$ cat config.mk
export PLATFORM = sky130hd
export DESIGN_NAME = z80_bus_responder
export DESIGN_NICKNAME = d
export VERILOG_FILES = /design/src/rtl/z80_bus_responder.sv
export SDC_FILE = /design/constraint.sdc
export NUM_CORES = 1
export LEC_CHECK = 0
export BUFFER_PORTS_ARGS = -buffer_cell sky130_fd_sc_hd__buf_2
export CAP_MARGIN = 40
export CORE_MARGIN = 2
export CORE_UTILIZATION = 40
export DETAILED_ROUTE_END_ITERATION = 8
export PLACE_DENSITY_LB_ADDON = 0.2
export SLEW_MARGIN = 20
export SYNTH_ARGS = -nofsm -noshare
export SYNTH_HDL_FRONTEND = slang
export SYNTH_SLANG_ARGS = --single-unit
$ cat constraint.sdc
create_clock -name clk -period 2.25 [get_ports clk]
set_input_delay 0.3375 -clock clk [delete_from_list [all_inputs] [get_ports clk]]
set_output_delay 0.3375 -clock clk [all_outputs]
set_load 0.005 [all_outputs]
$ cat src/rtl/z80_bus_responder.sv
//------------------------------------------------------------------------------
// z80_bus_responder
//
// Bridges the T80 external bus onto the internal valid/ready system bus.
// Each Z80 memory or I/O read/write cycle becomes exactly one internal
// request. WAIT_n is held low until the slave completes the request and a
// minimum wait time has elapsed. Read data is returned toward the Z80 and is
// driven while RD_n stays asserted.
//
// Parameters
//   MIN_WAIT   minimum clk cycles wait_n stays low per accepted cycle (0..255)
//   IO_ENABLE  1 = respond to I/O cycles, 0 = ignore I/O cycles
//
// Ports
//   clk, reset                 system clock, asynchronous active-high reset
//   m1_n, mreq_n, iorq_n,
//   rd_n, wr_n, rfsh_n         Z80 control strobes, synchronous to clk
//   a, d_in                    Z80 address and write data
//   d_out, d_oe                read data toward the Z80 and its drive enable
//   wait_n                     Z80 WAIT_n
//   bus_valid, bus_write,
//   bus_io, bus_address,
//   bus_wdata                  internal request (held stable while valid)
//   bus_ready, bus_rdata       internal slave completion and read data
//------------------------------------------------------------------------------
module z80_bus_responder #(
   parameter int unsigned MIN_WAIT  = 0,
   parameter int unsigned IO_ENABLE = 1
) (
   input  logic        clk,
   input  logic        reset,
   input  logic        m1_n,
   input  logic        mreq_n,
   input  logic        iorq_n,
   input  logic        rd_n,
   input  logic        wr_n,
   input  logic        rfsh_n,
   input  logic [15:0] a,
   input  logic [7:0]  d_in,
   output logic [7:0]  d_out,
   output logic        d_oe,
   output logic        wait_n,
   output logic        bus_valid,
   output logic        bus_write,
   output logic        bus_io,
   output logic [15:0] bus_address,
   output logic [7:0]  bus_wdata,
   input  logic        bus_ready,
   input  logic [7:0]  bus_rdata
);

   typedef enum logic [1:0] {
      ST_IDLE,
      ST_REQ,
      ST_HOLD
   } state_t;

   localparam logic [7:0] MIN_WAIT_CNT = 8'(MIN_WAIT);

   state_t      state, state_next;
   logic [7:0]  wait_cnt, wait_cnt_next, wait_cnt_dec;
   logic        abort_q, abort_next;
   logic        write_next, io_next;
   logic [15:0] address_next;
   logic [7:0]  wdata_next, d_out_next;
   logic        valid_next, wait_n_next, d_oe_next;

   logic strobe_rw;
   logic mem_start;
   logic io_start;
   logic aborting;

   assign strobe_rw = !rd_n || !wr_n;
   // Refresh cycles carry mreq_n low but are not accesses.
   assign mem_start = !mreq_n && rfsh_n && strobe_rw;
   // iorq_n together with m1_n is interrupt acknowledge, not an I/O access.
   assign io_start  = (IO_ENABLE != 0) && !iorq_n && m1_n && strobe_rw;

   // Counter saturates at zero so a slow slave never wraps it.
   assign wait_cnt_dec = (wait_cnt != 8'd0) ? wait_cnt - 8'd1 : 8'd0;

   // Once the CPU has dropped its strobes during REQ the request is finished
   // on the internal bus but its result is thrown away.
   assign aborting = abort_q || !strobe_rw;

   // NOTE: every output of this block gets a default first, so no path can
   // leave a variable unassigned and infer a latch.
   always_comb begin
      state_next    = state;
      wait_cnt_next = wait_cnt;
      abort_next    = abort_q;
      write_next    = bus_write;
      io_next       = bus_io;
      address_next  = bus_address;
      wdata_next    = bus_wdata;
      d_out_next    = d_out;

      unique case (state)
         ST_IDLE: begin
            if (mem_start || io_start) begin
               state_next    = ST_REQ;
               address_next  = a;
               wdata_next    = d_in;
               write_next    = !wr_n;
               io_next       = !mem_start;
               wait_cnt_next = MIN_WAIT_CNT;
               abort_next    = 1'b0;
            end
         end

         ST_REQ: begin
            wait_cnt_next = wait_cnt_dec;
            abort_next    = aborting;
            if (bus_ready) begin
               if (aborting) begin
                  state_next = ST_IDLE;
               end else begin
                  state_next = ST_HOLD;
                  if (!bus_write) d_out_next = bus_rdata;
               end
            end
         end

         ST_HOLD: begin
            wait_cnt_next = wait_cnt_dec;
            // Returning to IDLE here means detection restarts one cycle later.
            if (!strobe_rw) state_next = ST_IDLE;
         end

         default: state_next = ST_IDLE;
      endcase

      // Outputs are computed from the next state so they can be registered
      // without adding a cycle of latency.
      valid_next  = (state_next == ST_REQ);
      wait_n_next = !((state_next == ST_REQ) ||
                      ((state_next == ST_HOLD) && (wait_cnt_next != 8'd0)));
      d_oe_next   = (state_next == ST_HOLD) && !write_next && !rd_n;
   end

   // NOTE: sequential state uses non-blocking assignments so every register
   // samples the pre-edge values, independent of statement order.
   always_ff @(posedge clk or posedge reset) begin
      if (reset) begin
         state       <= ST_IDLE;
         wait_cnt    <= 8'd0;
         abort_q     <= 1'b0;
         bus_valid   <= 1'b0;
         bus_write   <= 1'b0;
         bus_io      <= 1'b0;
         bus_address <= 16'h0000;
         bus_wdata   <= 8'h00;
         d_out       <= 8'h00;
         d_oe        <= 1'b0;
         wait_n      <= 1'b1;
      end else begin
         state       <= state_next;
         wait_cnt    <= wait_cnt_next;
         abort_q     <= abort_next;
         bus_valid   <= valid_next;
         bus_write   <= write_next;
         bus_io      <= io_next;
         bus_address <= address_next;
         bus_wdata   <= wdata_next;
         d_out       <= d_out_next;
         d_oe        <= d_oe_next;
         wait_n      <= wait_n_next;
      end
   end

endmodule

==> qor.txt <==
status -> finished, final reports clean
synth warn -> 0
n_diodes -> 0
Total Die Area -> 6020 um^2
mux contribution to synthesized area -> 18.0%
Comb power frac -> 43.9%
max_cap viols -> 0
Cell Int Power -> 0.00246 W
clk slew on worst S/H paths -> 80 ps
Simple-Gate Fraction of Synth Area -> 11.3%
Vias -> 1611
ys async rst share -> 100%
largest family of logic cells by synthesized area -> multiplexers
unrepaired setup endpoints after global routing -> no
Post-synth EDFFs -> 0
adder-cell share of the synthesized area -> 3.47%
post-synthesis sequential area ratio -> 55.5%
Die Wd -> 77.6 um
Top delay family on crit path -> compound AO/OA/AOI/OAI gates
length of routed met3 wiring -> 258 um
cts repair resizes -> 0
initial antenna violation count -> 0
clock sinks -> 48
Seq cells post-synth -> 48
post-synthesis compound-gate area fraction -> 9.42%
vias in the first global route -> 1747
Crit Path Class -> reg -> reg
worst ir drop on vdd -> 0.624 mV
power per standard cell area -> 1330 nW/um^2
worst slew pin tran -> 564 ps
total CTS buffers -> 5
Pleak -> 1.38 nW
wire length on met1 -> 1.82 mm
worst path arrival time -> 2280 ps
Synth Flop Type -> dfrtp_1
CTS tree -> done
cell taking the most area after synthesis -> dfrtp_1
worst-skew pair later-pin latency -> 290 ps
post-synth net total -> 217
post-route DRC violation count -> 0
Initial DRC Count -> 72
Slowest-stage cell, CP -> or4_4
met2 WL -> 2.26 mm
startpoint type of the worst setup path -> flip-flop
P&R area growth vs syn -> 28.5%
H-tree depth -> 2
Synth area leaders -> dfrtp_1 54%, mux2_2 17%, ha_1 3.5%
switching share of total power -> 33.6%
Post-Route Utilization -> 53.8%
final hold violations -> 0
post-route minimum period -> 2100 ps
Crit Path Max Fanout -> 7
overall routing resource usage -> 15.8%
final setup margin -> 155 ps
Post-DP Area -> 2670 um^2
hold_buf cts -> 0
slowest stage delay, CP -> 580 ps
io pins -> 78
crit-path cells -> or4_4 -> o31ai_4 -> a31oi_1 -> a221oi_2 -> nand4b_1 -> o41ai_2
Slew Limit Fails -> 0
Synth cell types -> 39
Sequential Power Share -> 39.9%
most numerous cell in the Yosys netlist -> dfrtp_1
final instance area -> 2780 um^2
Post-Syn Instances -> 170
Crit path buffers/inverters -> 0
Via-to-Cell Ratio -> 4.94
layout cells sized above 1 -> 52.3%
global route overflow -> 0
Post-DP HPWL -> 3.33 mm
Layout fillers -> 465
first-pass GRT wire length -> 7.66 mm
clk_skew -> 4.37 ps
pin count of the biggest net entering global routing -> 30
highest routed layer -> met4
Setup crit start -> wait_cnt[3]$_DFF_PP0_
drt first pass iters -> 4
Post-Route WL -> 4.39 mm
chip height -> 77.6 um
worst min path class -> in -> async
Post-Syn Area per Cell -> 12.7 um^2
Clk network pwr share -> 16.2%
Core Area -> 5170 um^2
port bufs -> 77
Routed Antenna Nets -> 0
final setup vio count -> 0
Final period util -> 93.1%
# Post-CTS Setup Buffers -> 0
CTS max path bufs -> 2
starting density of the core -> 41.9%
Crit. End Element -> flip-flop
Synth Cell Area -> 2170 um^2
FF-to-FF Start -> wait_cnt[3]$_DFF_PP0_
Placer Congestion -> 0.872
cell row count -> 26
Fmax -> 0.477 GHz
fin nets -> 302
routed len/inst -> 13.5 um
Net Switching -> 0.00124 W
Setup TNS -> 0 ps
Post-Synth XOR/XNOR Area -> 0.404%
Total Power -> 0.00370 W
Crit path required time -> 2440 ps
Slew headroom -> 62.4%
Synth top area share -> 54.3%
Clock Tree Root -> clkbuf_8
Post-Place Worst Slack -> 93.2 ps
Synth top cells by count -> 47 x dfrtp_1, 32 x mux2_2, 10 x o21ai_0
-- path summary, 6_finish.rpt --
| check | endpoint | slack (ps) | depth (start not counted) |
|---|---|---|---|
| hold reg to reg | bus_io$_DFFE_PP0P_ | 490 | 2 |
| min in group clk | bus_wdata[7]$_DFFE_PP0P_ | 270 | 2 |
| hold / removal | bus_address[7]$_DFFE_PP0P_ | 90 | 2 |
| max in group asynchronous | d_out[6]$_DFFE_PP0P_ | 1630 | 3 |
| setup reg to reg | wait_n$_DFF_PP1_ | 150 | 6 |
| setup / recovery | wait_n$_DFF_PP1_ | 150 | 6 |
-- metrics by stage --
| stage | hold slack, ps | std cells |
|---|---|---|
| CTS | 106 | 326 |
| global placement | 421 | 318 |
| floorplan | 473 | 170 |
| finish | 93.2 | 326 |
| global route | 125 | 326 |
| detailed placement | 431 | 318 |
-- cell type report --
class	instances	area [um^2]	share of cell area [%]
well taps	70	87.6	3.15
inverters	8	30.0	1.08
repair buffers	81	428	15.4
clock inverters	2	35.0	1.26
multi-input cells	111	928	33.3
clock buffers	6	72.6	2.61
flip-flops and latches	48	1200	43.2
-- cells in the final DEF, fill, tap and decap left out, types with 2 or more instances in the layout --
cell | synthesis | final
buf_2 | 0 | 77
dfrtp_1 | 47 | 47
mux2_2 | 32 | 32
o21ai_0 | 10 | 10
nand2_1 | 8 | 8
inv_1 | 8 | 7
ha_1 | 6 | 6
nor2b_1 | 5 | 5
clkbuf_8 | 0 | 5
nor3_1 | 4 | 4
nor2_1 | 4 | 4
and2_1 | 3 | 3
o31ai_1 | 3 | 3
or3_2 | 3 | 3
mux2i_1 | 3 | 3
a21oi_1 | 3 | 3
buf_4 | 0 | 3
and2_2 | 2 | 2
a21o_1 | 2 | 2
nand3_1 | 2 | 2
-- layer usage --
metal,GRT usage [%],up-vias
met3,4.07,6
met1,18.0,775
met4,4.82,0
met5,0,-
li1,-,777
met2,28.8,53
-- worst register-to-register path: cells and delay by family (launching register included) --
kind | cells | cell delay [ps]
AO/OA/AOI/OAI | 4 | 830
AND/OR/NAND/NOR | 2 | 720
flip-flops | 1 | 450
-- logic make-up (layout without fill, tap and decap cells) --
| kind of cell | count (synthesis) | in the layout |
|---|---|---|
| AO/OA/AOI/OAI | 28 | 28 |
| multiplexers | 35 | 35 |
| flip-flops | 48 | 48 |
| buffers and inverters | 11 | 97 |
| AND/OR/NAND/NOR | 41 | 41 |
| adder cells (fa/ha/maj) | 6 | 6 |
| XOR/XNOR | 1 | 1 |
-- sequential cells by signal, indices dropped and copies added (netlist names) --
| signal | flops |
|---|---|
| bus_address | 16 |
| wait_n | 1 |
| d_out | 8 |
| bus_valid | 1 |
| abort_q | 1 |
| state | 2 |
| bus_wdata | 8 |
| wait_cnt | 8 |
| bus_io | 1 |
| bus_write | 1 |
| d_oe | 1 |
-- power groups by stage --
stage / logic [W] / clock network, W / registers (W)
detailed placement: 0.00162 / 0 / 0.00149
finish: 0.00162 / 0.000597 / 0.00148
global placement: 0.00161 / 0 / 0.00148
CTS: 0.00163 / 0.000619 / 0.00148
floorplan: 0.000988 / 0 / 0.00151
global route: 0.00181 / 0.000651 / 0.00154
(Power assumes the default switching activity.)
